--- config.mk ---
export PLATFORM = sky130hd
export DESIGN_NAME = step_timer_ctrl
export DESIGN_NICKNAME = d
export VERILOG_FILES = /design/src/rtl/step_timer_ctrl.sv
export SDC_FILE = /design/constraint.sdc
export NUM_CORES = 1
export LEC_CHECK = 0
export CAP_MARGIN = 20
export CORE_UTILIZATION = 25
export CTS_BUF_LIST = sky130_fd_sc_hd__clkbuf_4 sky130_fd_sc_hd__clkbuf_8
export CTS_CLUSTER_SIZE = 24
export DETAILED_ROUTE_END_ITERATION = 12
export PLACE_DENSITY = 0.47
export SLEW_MARGIN = 20
export SYNTH_ARGS = -nofsm -noshare
export SYNTH_HDL_FRONTEND = slang
export SYNTH_SLANG_ARGS = --single-unit
--- constraint.sdc ---
create_clock -name clk -period 1.7 [get_ports clk]
set_input_delay 0.51 -clock clk [delete_from_list [all_inputs] [get_ports clk]]
set_output_delay 0.51 -clock clk [all_outputs]
set_load 0.01 [all_outputs]
--- src/rtl/step_timer_ctrl.sv ---
`default_nettype none
// ============================================================================
// Module   : step_timer_ctrl
// Purpose  : Clears a downstream step counter, then paces its enable at a
//            fixed prescaled rate until the counter reports done.
// Revision : 1.0
// ============================================================================
module step_timer_ctrl #(
    parameter int DIV   = 4,
    parameter int DIV_W = 16
) (
    input  logic clk,
    input  logic rst,
    input  logic start,
    input  logic pause,
    input  logic abort,
    input  logic cnt_done,
    output logic cnt_rst,
    output logic cnt_en,
    output logic busy,
    output logic finished
);

    typedef enum logic [1:0] {
        S_IDLE   = 2'd0,
        S_CLEAR  = 2'd1,
        S_RUN    = 2'd2,
        S_FINISH = 2'd3
    } state_t;

    localparam logic [DIV_W-1:0] c_presc_max = DIV_W'(DIV - 1);

    state_t           r_state;
    logic [DIV_W-1:0] r_presc;
    logic             r_start_q;
    logic             r_cnt_rst;
    logic             r_busy;
    logic             r_finished;

    logic w_start_edge;
    logic w_tick;

    assign w_start_edge = start & ~r_start_q;
    assign w_tick       = (r_presc == c_presc_max);

    // Step enable must react in the same cycle as abort/done/pause, so it is
    // decoded combinationally rather than registered.
    assign cnt_en   = (r_state == S_RUN) & w_tick & ~abort & ~cnt_done & ~pause;
    assign cnt_rst  = r_cnt_rst;
    assign busy     = r_busy;
    assign finished = r_finished;

    always_ff @(posedge clk) begin
        if (rst) begin
            r_state    <= S_IDLE;
            r_presc    <= '0;
            r_start_q  <= 1'b0;
            r_cnt_rst  <= 1'b0;
            r_busy     <= 1'b0;
            r_finished <= 1'b0;
        end else begin
            r_start_q  <= start;
            r_cnt_rst  <= 1'b0;
            r_finished <= 1'b0;
            case (r_state)
                S_IDLE: begin
                    r_busy <= 1'b0;
                    if (w_start_edge) begin
                        r_state   <= S_CLEAR;
                        r_cnt_rst <= 1'b1;
                        r_busy    <= 1'b1;
                    end
                end
                S_CLEAR: begin
                    r_presc <= '0;
                    r_busy  <= 1'b1;
                    r_state <= S_RUN;
                end
                S_RUN: begin
                    // An abort leaves the counter value untouched on purpose.
                    if (abort) begin
                        r_state <= S_IDLE;
                        r_presc <= '0;
                        r_busy  <= 1'b0;
                    end else if (cnt_done) begin
                        r_state    <= S_FINISH;
                        r_finished <= 1'b1;
                        r_busy     <= 1'b0;
                    end else if (!pause) begin
                        r_presc <= w_tick ? '0 : r_presc + 1'b1;
                    end
                end
                S_FINISH: begin
                    r_busy  <= 1'b0;
                    r_state <= S_IDLE;
                end
                default: begin
                    r_state <= S_IDLE;
                    r_busy  <= 1'b0;
                end
            endcase
        end
    end

endmodule
`default_nettype wire
==> flow_summary.ini <==
[worst_setup_path]
worstSetupEndpointType = output pin
path_class = register to output pin
worstPathArrival_ps = 1530
required_ps = 1190
setup.worst_path.start_class = register
r2r_cells = 5
crit_fanout = 5

[final_layout]
final_cell_mix = buf_4 (30), dfxtp_1 (18), a21oi_2 (11)
fillCellCount = 392
area_delta_synth_final_pct = 54.94
drive_gt1_frac = 0.4506
final_common_cell = buf_4
final_nets = 170
diodes = 0
fin_cells = 212

[power_and_ir_drop]
p_sw_frac = 0.2464
p_total_mw = 1.089
p_comb_frac = 0.164
peakVddDrop_mv = 0.2730
cellPowerDensity_nw_per_um2 = 652.3
p_leak_nw = 0.5816
clkPwrFrac = 0.344
pwr-share-seq = 0.491
switching_power_uw = 268.3
p_int_uw = 820.5

[placement]
io_buffers = 9
dp.cells = 202
gp_congestion = 0.7522
dp_hpwl_mm = 1.833

[synth]
syn_inst = 118
synth_edf_count = 0
synth.net_count = 125
ys.flop_type = dfxtp_1
netlist_area_um2 = 1077
ys_async_sr_fraction = 0
synth_cell_types = 35
ys_ff_latch = 22
seq_area_frac_synth = 0.4088
syn_avg_cell_area_um2 = 9.130
yosysWarnings = 0

[timing]
slew_viol_final = 0
hold_viol_final = 0
slew_headroom = 0.7979
period_share = 1.199
min_period_ps = 2039
fin_ws_ps = -338.6
tightest_slew_ps = 300.6
fmax_mhz = 490.5
finalSetupViolations = 2
skew_ps = 2.363
rsz0062_at_grt = yes

[global_routing]
grt_antenna_before_repair = 0
met3_usage = 0.02365
grt_overflow_total = 0
met2_usage = 0.2203
gr-usage-met1 = 0.1673
grt_pass1_vias = 1026
grt_max_degree = 13
grt_pass1_wl_mm = 4.505
top_usage_layer = met2
track_usage = 0.1323

[clock_tree]
cts_hold_buf = 0
clkTransAtPathRegs_ps = 80
cts_tree = done
cts_buffers = 3
root_buffer = clkbuf_8
insertion_delay_ps = 260
clock_path_buffers = 2
clock_sinks = 22
htreeDepth = 1

[flow_run]
drv_cap = 0

[detailed_routing]
via_per_inst = 5.024
wl_per_cell_um = 12.75
drc = 0
drt-total-wl_mm = 2.702
drt_first_pass_iters = 4
postRouteAntennaNets = 0
num_vias = 1065
drt_iter0_markers = 39

[run_status]
violations = negative setup slack
status = finished, violations left

[floorplanning]
ioPinCount = 10
coreArea_um2 = 4058
floorplan.die.width_um = 67.65
die-area_um2 = 4576
chipHeight_um = 67.65
start_util = 0.2655
std_cell_rows = 23

[worst_hold_path]
hold_depth = 2
holdCritPathClass = register to register
-- synth_stat cells, types with 3 or more instances --
cell type,n,share of area
nor4_1,4,0.023
nor2_1,9,0.031
xor2_1,4,0.033
a21oi_2,3,0.024
nand4_1,3,0.017
and4_1,3,0.024
or4_4,3,0.031
dfxtp_1,22,0.41
or4_1,6,0.042
o31ai_1,9,0.063
nand3_1,4,0.019
inv_1,4,0.014
nand2_1,6,0.021
a21oi_1,11,0.051
-- worst paths after layout --
check | startpoint | to | slack [ps]
min reg2reg | r_presc[15] | r_presc[15] | 500
max reg2reg | r_state[0] | r_presc[8] | 0
max | r_presc[12] | cnt_en | -340
min | r_presc[15] | r_presc[15] | 500
-- power by group through the flow --
stage	clock (mW)	combinational [mW]	sequential (mW)
2_1_floorplan	0	0.0595	0.550
3_3_place_gp	0	0.131	0.544
3_5_place_dp	0	0.131	0.544
4_1_cts	0.390	0.166	0.535
5_1_grt	0.411	0.195	0.536
6_report	0.375	0.179	0.535
-- logic make-up (layout without fill, tap and decap cells) --
kind of cell / Yosys count / count (layout) / synth area share
compound gates: 31 / 32 / 0.1951
buf+inv: 7 / 50 / 0.03948
flops: 22 / 22 / 0.4088
simple gates: 51 / 51 / 0.2880
xor+xnor: 5 / 5 / 0.04762
fa+ha+maj: 1 / 1 / 0.01161
mux: 1 / 1 / 0.009292
-- what timing repair did --
action,4_1_cts,5_1_grt
cloned,2,0
setup buffers,4,2
pin swaps,9,7
gates resized for setup,28,17
setup endpoints to repair,17,17
-- routing by layer --
layer  routed length (um)  vias up
li1                     -      540
met1                 1312      502
met2                 1279       17
met3                   74        6
met4                   36        0
met5                    0        -
-- critical path, stage by stage, from the launching register on --
cell and delay [ps]:
dfxtp_2 350, nor4_2 300, nand4_1 210, nor4_2 240, buf_2 170
-- stage by stage --
step | hold slack, ps | util | instance area, um^2 | setup TNS (ps) | setup WS, ps
3_5_place_dp | 478.6 | 0.3497 | 1419 | -9033 | -918.9
2_1_floorplan | 451.5 | - | 1084 | -585.7 | -59.18
6_report | 505.0 | 0.4113 | 1669 | -340.3 | -338.6
4_1_cts | 496.2 | 0.3956 | 1605 | -367.4 | -367.4
3_3_place_gp | 482.0 | 0.3497 | 1419 | -8754 | -903.4
5_1_grt | 524.7 | 0.4113 | 1669 | -1379 | -467.8
-- area by class of cell --
type                       count  area [um^2]  area share
tap                           50        62.56     0.03748
multi-input combinational     90        749.5      0.4490
clock buffer                   4        55.05     0.03298
sequential                    22        445.4      0.2669
inverter                       4        15.01    0.008996
timing repair buffer          42        341.6      0.2046
-- sequential cells by signal, summed over array words and instances (netlist names) --
signal     count
cnt_rst        1
r_state        2
r_start_q      1
r_presc       16
finished       1
busy           1
Power figures use the tool's default switching activity.
